<file path="src/rtl/ikbd_pkg.sv">
// Shared definitions for the IKBD key matrix transmitter: matrix geometry,
// key code layout and transmitter states.
package ikbd_pkg;

  localparam int KEY_ROWS        = 15;
  localparam int KEY_COLS        = 8;
  localparam int KEY_COUNT       = 120;
  localparam int DEFAULT_CLK_DIV = 256;

  // bit 7 = break (key released), bits 6:0 = scan index
  typedef logic [7:0] key_code_t;

  typedef enum logic [1:0] {
    IDLE  = 2'd0,
    START = 2'd1,
    DATA  = 2'd2,
    STOP  = 2'd3
  } tx_state_t;

  function automatic key_code_t make_code(input logic brk, input logic [6:0] idx);
    return {brk, idx};
  endfunction

endpackage

</file>
<file path="src/rtl/ikbd_uart_tx.sv">
// 8N1 serial transmitter with a valid/ready byte input; accepts a byte only
// in IDLE. The last stop-bit cycle is spent in IDLE so frames can abut.
module ikbd_uart_tx
  import ikbd_pkg::*;
#(
  parameter int CLK_DIV = DEFAULT_CLK_DIV
) (
  input  logic      clk,
  input  logic      reset,
  input  logic      valid,
  input  key_code_t data,
  output logic      ready,
  output logic      tx,
  output logic      tx_busy
);

  localparam int CW = $clog2(CLK_DIV);
  localparam logic [CW-1:0] BAUD_LAST = CW'(CLK_DIV - 1);
  localparam logic [CW-1:0] STOP_LAST = CW'(CLK_DIV - 2);

  tx_state_t       state_r, state_s;
  logic [CW-1:0]   baud_r, baud_s;
  logic [2:0]      bit_r, bit_s;
  key_code_t       shift_r, shift_s;
  logic            tx_r, tx_s;
  logic            busy_r, busy_s;

  assign ready   = (state_r == IDLE);
  assign tx      = tx_r;
  assign tx_busy = busy_r;

  // Next-state, counters and the line level for the coming cycle
  always_comb begin
    state_s = state_r;
    baud_s  = baud_r;
    bit_s   = bit_r;
    shift_s = shift_r;
    case (state_r)
      IDLE: begin
        baud_s = '0;
        bit_s  = 3'd0;
        if (valid) begin
          shift_s = data;
          state_s = START;
        end else begin
          state_s = IDLE;
        end
      end
      START: begin
        if (baud_r == BAUD_LAST) begin
          baud_s  = '0;
          state_s = DATA;
        end else begin
          baud_s = baud_r + 1'b1;
        end
      end
      DATA: begin
        if (baud_r == BAUD_LAST) begin
          baud_s  = '0;
          shift_s = {1'b1, shift_r[7:1]};
          if (bit_r == 3'd7) begin
            bit_s   = 3'd0;
            state_s = STOP;
          end else begin
            bit_s = bit_r + 3'd1;
          end
        end else begin
          baud_s = baud_r + 1'b1;
        end
      end
      STOP: begin
        if (baud_r == STOP_LAST) begin
          baud_s  = '0;
          state_s = IDLE;
        end else begin
          baud_s = baud_r + 1'b1;
        end
      end
      default: begin
        state_s = IDLE;
      end
    endcase

    case (state_s)
      IDLE:    tx_s = 1'b1;
      START:   tx_s = 1'b0;
      DATA:    tx_s = shift_s[0];
      STOP:    tx_s = 1'b1;
      default: tx_s = 1'b1;
    endcase
    // the IDLE cycle right after STOP still carries the stop bit
    busy_s = (state_s != IDLE) || (state_r == STOP);
  end

  // Transmitter registers
  always_ff @(posedge clk) begin
    if (reset) begin
      state_r <= IDLE;
      baud_r  <= '0;
      bit_r   <= 3'd0;
      shift_r <= 8'hFF;
      tx_r    <= 1'b1;
      busy_r  <= 1'b0;
    end else begin
      state_r <= state_s;
      baud_r  <= baud_s;
      bit_r   <= bit_s;
      shift_r <= shift_s;
      tx_r    <= tx_s;
      busy_r  <= busy_s;
    end
  end

endmodule

</file>
<file path="src/rtl/ikbd_matrix_tx.sv">
// Scans the 15x8 active-low key matrix, queues make/break codes and sends them
// as 8N1 frames. Define MATRIX_FILTER_EN for one-scan debounce per key.
module ikbd_matrix_tx
  import ikbd_pkg::*;
#(
  parameter int CLK_DIV    = DEFAULT_CLK_DIV,
  parameter int FIFO_DEPTH = 8
) (
  input  logic                        clk,
  input  logic                        reset,
  input  logic [7:0]                  matrix [KEY_ROWS],
  output logic                        tx,
  output logic                        tx_busy,
  output logic [$clog2(FIFO_DEPTH):0] fifo_level
);

  localparam int AW = $clog2(FIFO_DEPTH);
  localparam logic [6:0]  IDX_LAST  = 7'(KEY_COUNT - 1);
  localparam logic [AW:0] FIFO_FULL = (AW + 1)'(FIFO_DEPTH);

  logic [6:0]           idx_r, idx_s;
  logic [KEY_COUNT-1:0] image_r;
  logic                 cur_s, prev_s, diff_s, report_s;
  logic                 full_s, push_s, stall_s, pop_s, valid_s, ready_s;
  key_code_t            code_s, head_s;
  key_code_t            mem_r [FIFO_DEPTH];
  logic [AW-1:0]        wr_ptr_r, rd_ptr_r;
  logic [AW:0]          count_r;
`ifdef MATRIX_FILTER_EN
  logic [KEY_COUNT-1:0] pending_r;
`endif

  assign cur_s      = matrix[idx_r[6:3]][idx_r[2:0]];
  assign prev_s     = image_r[idx_r];
  assign code_s     = make_code(cur_s, idx_r);
  assign valid_s    = (count_r != '0);
  assign pop_s      = valid_s && ready_s;
  assign head_s     = mem_r[rd_ptr_r];
  assign fifo_level = count_r;

  // Change detection; a full FIFO freezes the scanner so nothing is lost
  always_comb begin
    diff_s = (cur_s != prev_s);
`ifdef MATRIX_FILTER_EN
    report_s = diff_s && pending_r[idx_r];
`else
    report_s = diff_s;
`endif
    full_s  = (count_r == FIFO_FULL);
    push_s  = report_s && !full_s;
    stall_s = report_s && full_s;
    if (stall_s) begin
      idx_s = idx_r;
    end else if (idx_r == IDX_LAST) begin
      idx_s = 7'd0;
    end else begin
      idx_s = idx_r + 7'd1;
    end
  end

  // Scan position and stored key image
  always_ff @(posedge clk) begin
    if (reset) begin
      idx_r   <= 7'd0;
      image_r <= '1;
    end else begin
      idx_r <= idx_s;
      if (push_s) begin
        image_r[idx_r] <= cur_s;
      end
    end
  end

`ifdef MATRIX_FILTER_EN
  // A difference must be seen on two consecutive visits to be reported
  always_ff @(posedge clk) begin
    if (reset) begin
      pending_r <= '0;
    end else if (!diff_s) begin
      pending_r[idx_r] <= 1'b0;
    end else if (!pending_r[idx_r]) begin
      pending_r[idx_r] <= 1'b1;
    end else if (push_s) begin
      pending_r[idx_r] <= 1'b0;
    end
  end
`endif

  // FIFO storage
  always_ff @(posedge clk) begin
    if (push_s) begin
      mem_r[wr_ptr_r] <= code_s;
    end
  end

  // FIFO pointers and occupancy
  always_ff @(posedge clk) begin
    if (reset) begin
      wr_ptr_r <= '0;
      rd_ptr_r <= '0;
      count_r  <= '0;
    end else begin
      if (push_s) begin
        wr_ptr_r <= wr_ptr_r + 1'b1;
      end
      if (pop_s) begin
        rd_ptr_r <= rd_ptr_r + 1'b1;
      end
      case ({push_s, pop_s})
        2'b10:   count_r <= count_r + 1'b1;
        2'b01:   count_r <= count_r - 1'b1;
        default: count_r <= count_r;
      endcase
    end
  end

  ikbd_uart_tx #(
    .CLK_DIV (CLK_DIV)
  ) u_uart_tx (
    .clk     (clk),
    .reset   (reset),
    .valid   (valid_s),
    .data    (head_s),
    .ready   (ready_s),
    .tx      (tx),
    .tx_busy (tx_busy)
  );

endmodule

</file>
<file path="config.mk">
export PLATFORM = sky130hd
export DESIGN_NAME = ikbd_matrix_tx
export DESIGN_NICKNAME = d
export VERILOG_FILES = /design/src/rtl/ikbd_pkg.sv /design/src/rtl/ikbd_uart_tx.sv /design/src/rtl/ikbd_matrix_tx.sv
export SDC_FILE = /design/constraint.sdc
export NUM_CORES = 1
export LEC_CHECK = 0
export CORE_ASPECT_RATIO = 1.2
export CORE_MARGIN = 2
export CORE_UTILIZATION = 57
export CTS_CLUSTER_DIAMETER = 120
export DETAILED_ROUTE_END_ITERATION = 16
export PLACE_DENSITY = 0.82
export SLEW_MARGIN = 20
export SYNTH_ARGS = -nofsm -noshare
export SYNTH_HDL_FRONTEND = slang
export SYNTH_SLANG_ARGS = --single-unit
</file>
<file path="constraint.sdc">
create_clock -name clk -period 4.9 [get_ports clk]
set_clock_uncertainty 0.2 [all_clocks]
set_input_delay 0.735 -clock clk [delete_from_list [all_inputs] [get_ports clk]]
set_output_delay 0.735 -clock clk [all_outputs]
set_load 0.1 [all_outputs]
</file>
# [Word level (Yosys, flattened, before mapping)]
# Memory sizes are Yosys's and may differ from the RTL's. A register that Yosys moved wholly into a read port is not among the register bits.
# Index checks and enable logic that the tools add are counted.
[word_totals] ff_bits=160 ramBits=64 in_bits=122 output_inout_bits=6 wordCells=89 n_memories=1
[op_classes] addsub=7 order_cmp=4 eq_ne=16 muxes=32 n_bitwise=1 n_reduce_logical=16
[memory_table] memory="mem_r" depth=8 width=8 rd=1 rd_clocked_by_memory_dff=1 wr=1 line_no="ikbd_matrix_tx.sv:26" rtl="key_code_t mem_r [FIFO_DEPTH];"
[op_table] cell="bitwise mux 120 bit" n=1
[op_table] cell="two-way mux 8 bit" n=6
[op_table] cell="binary-select mux 8 bit (select 4 bit)" n=1
[op_table] cell="one-hot mux 8 bit (3 select lines)" n=1
[op_table] cell="== test 8 bit (second input constant)" n=2
[op_table] cell="one-hot mux 8 bit (2 select lines)" n=1
[op_table] cell="two-way mux 3 bit" n=4
[op_table] cell="== test 2 bit (second input constant)" n=5
[op_table] cell="adder 3 x 1 -> 3 bit (second input constant)" n=3
[op_table] cell="adder 8 x 1 -> 8 bit (second input constant)" n=1
[op_table] cell="< comparator 7 x 8 -> 1 bit (second input constant)" n=1
[op_table] cell="two-way mux 2 bit" n=4
[op_table] cell="one-hot mux 2 bit (4 select lines)" n=1
[op_table] cell="one-hot mux 4 bit (2 select lines)" n=1
[op_table] cell="adder 7 x 1 -> 7 bit (second input constant)" n=1
[op_table] cell="binary-select mux 1 bit (select 7 bit)" n=1
[op_table] cell="demux 1 bit (select 7 bit)" n=1
[op_table] cell="== test 7 bit (second input constant)" n=1
[op_table] cell=">= comparator 7 x 1 -> 1 bit (second input constant)" n=1
[op_table] cell="two-way mux 7 bit" n=1
[op_table] cell="== test 2 x 1 -> 1 bit (second input constant)" n=3
[op_table] cell="two-way mux 1 bit" n=6
[op_table] cell="one-hot mux 3 bit (2 select lines)" n=1
[op_table] cell="nonzero test 2 bit" n=3
[op_table] cell="20 further kinds" n=25

# [Logic depth before layout (Yosys ltp)]
# Gate-level depths: netlist of the first run.
[depth] ltp_word=10 mapped_depth=20 depth_no_buf=14

# [Cells and area by module]
# From an unflattened synthesis of the first run, not the netlist that was laid out.
[hier_totals] cells_unflattened=1111 area_unflattened_um2=11756.3
[modules_own_cells] mod="ikbd_matrix_tx" n_inst=1 cells_each=964 area_per_inst_um2=10470.0 seq_area_each_um2=4724.5
[modules_own_cells] mod="ikbd_uart_tx" n_inst=1 cells_each=147 area_per_inst_um2=1286.2 seq_area_each_um2=460.4

# [Worst setup path after synthesis of the first run]
# Ideal clock, no wire load.
[synth_timing] kind="flip-flop to flip-flop" from="register idx_r[1]" to="memory mem_r[2][0] (netlist bit), enable pin" setup_time_ns=0.398 t_arrival_ns=3.501 required_time_ns=4.302 slack_ns=0.801 stages_incl_launch_ff=13 path_buffers=4 synth_period_minus_slack_ns=4.099 path_cell_list="dfxtp_1 -> buf_6 -> clkbuf_1 -> mux2_2 -> a22oi_1 -> a31oi_1 -> a2111o_1 -> nor4_4 -> o211a_1 -> o21ai_2 -> buf_4 -> buf_2 -> nor4b_1"
[synth_via] elab_chain_cells=6 word_cells_on_any_way=8 classes_between="eq/ne: 1; mux: 6; reduce/logical: 1"
[synth_rtl] item="from (decl)" line_no="ikbd_matrix_tx.sv:21" rtl="logic [6:0] idx_r, idx_s;"
[synth_rtl] item="from (signal assigned)" line_no="ikbd_matrix_tx.sv:67" rtl="idx_r <= idx_s;"
[synth_rtl] item="binary-select mux 1 bit (select 7 bit) or binary-select mux 1 bit (select 3 bit) (tied branches)" line_no="ikbd_matrix_tx.sv:34, ikbd_matrix_tx.sv:33"
[synth_rtl] item="two-way mux 1 bit, on equally long branches" line_no="ikbd_matrix_tx.sv:34, ikbd_matrix_tx.sv:33"
[synth_rtl] item="inequality test 1 bit (*)" line_no="ikbd_matrix_tx.sv:43" rtl="diff_s = (cur_s != prev_s);"
[synth_rtl] item="logical AND 1 bit (*)" line_no="ikbd_matrix_tx.sv:50" rtl="push_s = report_s && !full_s;"
[synth_rtl] item="two-way mux 1 bit (*)" line_no="ikbd_matrix_tx.sv:91" rtl="if (push_s) begin"
[synth_rtl] item="two-way mux 1 bit (not written as such) (*)" line_no="ikbd_matrix_tx.sv:92" rtl="mem_r[wr_ptr_r] <= code_s;"
[synth_rtl] item="to (decl)" line_no="ikbd_matrix_tx.sv:26"
# Mark *: on every way between the ends. The rest lies on a longest branch, timed or not. The select of a mux whose other input is x is not followed.

# [Worst setup path after layout of the first run]
[layout_timing] from="register idx_r[0]" to="register count_r[2] (netlist: fifo_level[2])"
[layout_via] elab_chain_cells=6 word_cells_on_any_way=10 classes_between="eq/ne: 3; mux: 5; reduce/logical: 2"
[layout_rtl] item="binary-select mux 1 bit (select 7 bit) or binary-select mux 1 bit (select 3 bit) (tied branches)" line_no="ikbd_matrix_tx.sv:34, ikbd_matrix_tx.sv:33"
[layout_rtl] item="two-way mux 1 bit, on equally long branches" line_no="ikbd_matrix_tx.sv:34, ikbd_matrix_tx.sv:33"
[layout_rtl] item="inequality test 1 bit (*)" line_no="ikbd_matrix_tx.sv:43"
[layout_rtl] item="logical AND 1 bit (*)" line_no="ikbd_matrix_tx.sv:50"
[layout_rtl] item="== test 2 x 1 -> 1 bit or == test 2 bit (tied branches)" line_no="ikbd_matrix_tx.sv:109" rtl="case ({push_s, pop_s})"
[layout_rtl] item="one-hot mux 4 bit (2 select lines) or nonzero test 2 bit (tied branches)"
[layout_rtl] item="to (signal assigned)" line_no="ikbd_matrix_tx.sv:110" rtl="2'b10: count_r <= count_r + 1'b1;"
[layout_rtl] item="to (signal assigned)" line_no="ikbd_matrix_tx.sv:111" rtl="2'b01: count_r <= count_r - 1'b1;"
[layout_rtl] item="to (signal assigned)" line_no="ikbd_matrix_tx.sv:112" rtl="default: count_r <= count_r;"
[layout_rtl] item="to (decl)" line_no="ikbd_matrix_tx.sv:28" rtl="logic [AW:0] count_r;"
# Marked as above.
# A chain may end at the register's enable or synchronous reset.

==> results.md, run 1 <==
* Outcome: finished clean
* Post-CTS sizing at 0
* Clk sink count at 227
* Total number of vias at 9956
* Die area at 0.0220 sq mm
* Total track usage at 0.301
* Hold Slack at 0.270 ns
* Worst R2R Start: idx_r[0]
* Inserted Diodes at 0
* Area Overhead vs Synth at 18.7%
* MaxCap Viol Count at 0
* Avg Inst Size Synth at around 10 sq um
* Commonest cells post-synth: 163 x dfxtp_1, 123 x nor2_1, 110 x mux2i_1, 75 x nor3_1, 70 x clkbuf_1
* Wirelength, routed at 34400 um
* CP Launch Type: flop
* Pwr/cell area at 442 mW/mm^2
* First-pass detailed-route iteration total at 5
* Worst EP required at 5.16 ns
* Fin nets at 1355
* Fin crit period at 4.42 ns
* Critical Path Source: idx_r[0]
* Worst Max-Slew Pin Slew at around 1.2 ns
* Port Buffers at approximately 130
* Congestion Overflow GR at 0
* Post-synth ARST share at 0
* Mapped Cells at 1141
* Number of I/O pins at between 100 and 150
* Area leader, netlist: dfxtp_1
* DR WL/cell at about 23 um
* DPL Wire Length at ~22000 um
* Rel. slew slack at 0.177
* Yosys reg bits at 227
* Yosys cell types at 74
* Num rows at 57
* # fillers at 1482
* Hold WC Path Type: flop to flop
* CP arrival at 4.67 ns
* Post-synth top flop: dfxtp_1
* Max VDD drop at 543 uV
* Synth top area share at 0.275
* DP Area at 0.0133 sq mm
* Endpoint class of the critical path: flop
* Post-route cell area at 0.0141 sq mm
* DRT antenna net count at 0
* Top-count cell post-synth: dfxtp_1
* Yosys warning count at 0
* CP max FO at 30
* Setup TNS at 0 ns
* Initial antenna violation count at 0
* Cts bufs inserted at 24
* Post-CTS setup buffer count at 0
* Initial drt markers at ~1100
* Mapped Nets at 1280
* Htree depth at 1
* Largest net degree at the start of global routing at 156
* CTS root buf: clkbuf_16
* Storage cell area at 0.00519 sq mm
* Final setup viols at 0
* Worst-path clk slew at 0.06 ns
* Sequential area share after synthesis at 0.437
* Die Ht at 162 um
* Routed vias/inst at 6.64
* Slew Viols, Final at 0
* LEAKAGE at 4.51 nW
* Multi-input logic area at 0.00602 sq mm
* Share of layout cells above drive strength 1 at 0.120
* Clock Tree Buf Depth at 3
* Mapped Area at 0.0119 sq mm
* Worst skew pair latency at ~0.53 ns
* First-pass GRT wire length at around 52000 um
* Initial Utilization at 0.584
* Peak Freq at 0.226 GHz
* Core Footprint at 0.0203 sq mm
* RSZ-0062 raised after global routing: false
* CTS Hold Bufs at 0
* DRC violations left at 0
* Final Hold Vio Count at 0
* EDFF count, synth at 64
* Die width at 136 um
* Tcrit/Tclk final at 0.901
* Top cells by area, synth: dfxtp_1 28%, edfxtp_1 16%, mux2i_1 9.3%
* Hold_sp: image_r[11]
* Final RePlAce weighted congestion at 0.878
* Number of global-route vias before repair at 9600
* Crit Path Class: flop to flop
* CTS tree: built
[critical path, cell delays in order (launching register included)]
cell,delay [ns]
dfxtp_2,0.74
buf_4,0.30
mux4_2,0.52
mux2i_1,0.16
nor2_1,0.10
a31o_1,0.23
nor4_4,0.36
o211a_1,0.29
o21ai_4,0.09
ha_1,0.29
xor2_1,0.17
ha_1,0.19
a21oi_1,0.16
xor2_1,0.10
or3_1,0.31
a21oi_1,0.14
[registers in the layout, summed over array words and instances (netlist names), 3 cells and up, named ones only]
signal,flops
wr_ptr_r,3
image_r,120
idx_r,7
u_uart_tx.bit_r,3
fifo_level,4
u_uart_tx.shift_r,8
mem_r,64
rd_ptr_r,3
u_uart_tx.baud_r,8
[metrics by stage]
step           cells   util  total power [mW]  setup slack [ns]
2_1_floorplan   1141      -              3.90             0.801
3_3_place_gp    1455  0.654              4.31             0.466
3_5_place_dp    1455  0.654              4.38             0.375
4_1_cts         1499  0.692              6.20             0.556
5_1_grt         1499  0.693              6.46             0.287
6_report        1499  0.693              6.22             0.485
[cell usage in the layout (no fill, tap or decap), types with 43 or more instances in the layout]
| cell | count |
|---|---|
| dfxtp_1 | 158 |
| mux2i_1 | 110 |
| buf_4 | 43 |
| nor2_1 | 122 |
| nor3_1 | 75 |
| edfxtp_1 | 64 |
| o32ai_1 | 51 |
| o41ai_1 | 51 |
| nand2_1 | 43 |
| clkdlybuf4s50_1 | 126 |
[cells by family after synthesis]
family | share of synthesized area
and+or+nand+nor | 0.129
AOI/OAI and AO/OA | 0.169
DFF | 0.437
muxes | 0.178
buffers and inverters | 0.0581
adders and majority gates | 0.0179
xor gates and xnor gates | 0.0103
[cell type report]
cell class              instances  area share
repair buffers                174       0.120
clock inverters                16      0.0120
inverters                      20     0.00533
clock buffers                  28      0.0437
flip-flops and latches        227       0.369
well taps                     265      0.0235
multi-input cells             769       0.427
[per-layer routing]
layer | up-vias | part of all wire | GRT usage
met5 | - | 0 | 0
met1 | 4848 | 0.38 | 0.379
met2 | 451 | 0.50 | 0.504
li1 | 4541 | - | -
met4 | 0 | 0.041 | 0.131
met3 | 116 | 0.074 | 0.0559
[power breakdown]
group          internal (mW)  switching, mW  leakage (nW)
Sequential              2.13          0.151          1.91
Clock                   1.06          0.756         0.374
Combinational          0.725           1.40          2.23
[path summary, 6_finish.rpt]
check,end,slack (ns),cells after the start
worst max-delay path,fifo_level[2],0.48,15
worst min-delay path,image_r[11],0.27,2
worst max register to register,fifo_level[2],0.48,15
worst min register to register,image_r[11],0.27,2
Power figures use the tool's default switching activity.
==> run 2, diff against run 1 <==
--- a/config.mk
+++ b/config.mk
@@ -8,3 +8,3 @@
 export CORE_ASPECT_RATIO = 1.2
-export CORE_MARGIN = 2
+export CORE_MARGIN = 5
 export CORE_UTILIZATION = 57
@@ -12,2 +12,3 @@
 export DETAILED_ROUTE_END_ITERATION = 16
+export MAX_ROUTING_LAYER = met4
 export PLACE_DENSITY = 0.82
==> constraint.sdc (replaced) <==
create_clock -name clk -period 4.9 [get_ports clk]
set_clock_uncertainty 0.2 [all_clocks]
set_input_delay 0.49 -clock clk [delete_from_list [all_inputs] [get_ports clk]]
set_output_delay 0.49 -clock clk [all_outputs]
set_load 0.1 [all_outputs]
==> results.md, run 2 (synthesized netlist as in run 1, its figures left out) <==
* Outcome: finished clean (unchanged)
* Max VDD drop at 421 uV (was 543 uV)
* Fin crit period at 4.39 ns (was 4.42 ns)
* Cts bufs inserted at 24 (unchanged)
* Final WS setup at 0.505 ns (was 0.485 ns)
* Tcrit/Tclk final at 0.897 (was 0.901)
* DP Area at 0.0133 sq mm (about the same)
* First-pass detailed-route iteration total at 6 (was 5)
* Fin util at 0.689 (was 0.693)
* Worst-path clk slew at 0.06 ns (about the same)
* DRC violations left at 0 (unchanged)
* # fillers at 1508 (was 1482)
* Clock Tree Buf Depth at 3 (unchanged)
* Core Footprint at 0.0204 sq mm (was 0.0203 sq mm)
* Hold WC Path Type: flop to flop (unchanged)
* Hold Crit Depth at 1 (was 2)
* Leading cell types in the layout, fill and taps excluded: 157 x dfxtp_1, 126 x clkdlybuf4s50_1, 122 x nor2_1 (was 158 x dfxtp_1, 126 x clkdlybuf4s50_1, 122 x nor2_1)
* Inst Count DP at 1458 (was 1455)
* CP Launch Type: flop (unchanged)
* Htree depth at 1 (unchanged)
* Slew Viols, Final at 0 (unchanged)
* DRT antenna net count at 0 (unchanged)
* Worst R2R Path Depth at 14 (was 15)
* Routed vias/inst at 6.66 (was 6.64)
* Final cell count without fillers at 1501 (was 1499)
* Crit Path Class: flop to flop (unchanged)
* Die Ht at 168 um (was 162 um)
* Total track usage at 0.286 (was 0.301)
* Port Buffers at 127 (unchanged)
* Largest net degree at the start of global routing at 121 (was 156)
* DPL Wire Length at 22800 um (was 21800 um)
* Final Hold Vio Count at 0 (unchanged)
* Endpoint class of the critical path: flop (unchanged)
* Worst EP required at 5.13 ns (was 5.16 ns)
* Clk sink count at 227 (unchanged)
* LEAKAGE at 4.51 nW (about the same)
* Most common cell after layout, fill and taps aside: dfxtp_1 (unchanged)
* MaxCap Viol Count at 0 (unchanged)
* Die width at 142 um (was 136 um)
* Rel. slew slack at 0.308 (was 0.177)
* Initial Utilization at 0.582 (was 0.584)
* CTS tree: built (unchanged)
* CTS root buf: clkbuf_16 (unchanged)
* CP arrival at 4.62 ns (was 4.67 ns)
* Pwr/cell area at 435 mW/mm^2 (was 442 mW/mm^2)
* Area Overhead vs Synth at 18.5% (was 18.7%)
* CTS Hold Bufs at 0 (unchanged)
* Max reg flops at 120 (unchanged)
* Number of global-route vias before repair at 9785 (was 9600)
* Biggest register: image_r (unchanged)
* Pre-CTS setup slack at 0.588 ns (was 0.375 ns)
* Number of I/O pins at 128 (unchanged)
* Post-CTS sizing at 0 (unchanged)
* Die area at 0.0238 sq mm (was 0.0220 sq mm)
* Hold Slack at 0.268 ns (was 0.270 ns)
* Fin nets at 1358 (was 1355)
* Initial drt markers at 1153 (was 1115)
* Wirelength, routed at 34100 um (was 34400 um)
* Worst Max-Slew Pin Slew at 1.04 ns (was 1.23 ns)
* Total number of vias at 9995 (was 9956)
* RSZ-0062 raised after global routing: false (unchanged)
* Initial antenna violation count at 0 (unchanged)
* Congestion Overflow GR at 0 (unchanged)
* CP max FO at 86 (was 30)
* Post-CTS setup buffer count at 0 (unchanged)
* Share of layout cells above drive strength 1 at 0.123 (was 0.120)
* Peak Freq at 0.228 GHz (was 0.226 GHz)
* Final RePlAce weighted congestion at 0.918 (was 0.878)
* Tot Pwr at 6.11 mW (was 6.22 mW)
* Regs by FF count: image_r (120), mem_r (64) (unchanged)
* Setup TNS at 0 ns (unchanged)
* Post-route cell area at 0.0141 sq mm (about the same)
* Worst skew pair latency at 0.52 ns (was 0.53 ns)
* First-pass GRT wire length at 53600 um (was 52300 um)
* Inserted Diodes at 0 (unchanged)
* Num rows at 57 (unchanged)
* DR WL/cell at 22.7 um (was 23.0 um)
* Final setup viols at 0 (unchanged)
[run 2: cell types whose count changed in the layout (fill, tap and decap cells not counted), sizes merged]
cell,delta
clkbuf,+4
buf,+3
bufinv,-2
clkinvlp,-2
clkinv,-1
[run 2: per-layer routing]
layer	up-vias	part of all wire	GRT usage
met3	119	0.066	0.0360
li1	4545	-	-
met5	-	0	-
met2	458	0.50	0.465
met4	0	0.039	0.0964
met1	4873	0.40	0.371
[run 2: worst paths after layout]
path / end / slack, ns / from
worst max-delay path: fifo_level[2] / 0.51 / idx_r[6]
worst min-delay path: u_uart_tx.baud_r[0] / 0.27 / u_uart_tx.baud_r[0]
worst min register to register: u_uart_tx.baud_r[0] / 0.27 / u_uart_tx.baud_r[0]
worst max register to register: fifo_level[2] / 0.51 / idx_r[6]
[run 2: layout make-up]
cell class / count / area [sq um] / area share
Sequential cell: 227 / 5190 / 0.369
Clock buffer: 32 / 682 / 0.0485
Clock inverter: 11 / 80.1 / 0.00570
Inverter: 20 / 75.1 / 0.00534
Tap cell: 265 / 332 / 0.0236
Timing Repair Buffer: 177 / 1680 / 0.120
Multi-Input combinational cell: 769 / 6010 / 0.428
[run 2: power by group]
group / switching, mW / internal [mW]
combinational: 1.32 / 0.738
clock: 0.723 / 1.03
sequential: 0.177 / 2.13
[run 2: worst max-delay path: stages, from the launching register on]
cell and delay [ns]:
dfxtp_1 0.99, nor2b_1 0.34, nand2_1 0.17, buf_4 0.20, a31oi_1 0.06, a2111o_1 0.34
nor4_4 0.25, a211oi_2 0.18, o21ai_4 0.22, buf_12 0.36, ha_1 0.25, a21oi_1 0.09
xor2_1 0.17, or3_1 0.31, a21oi_1 0.14
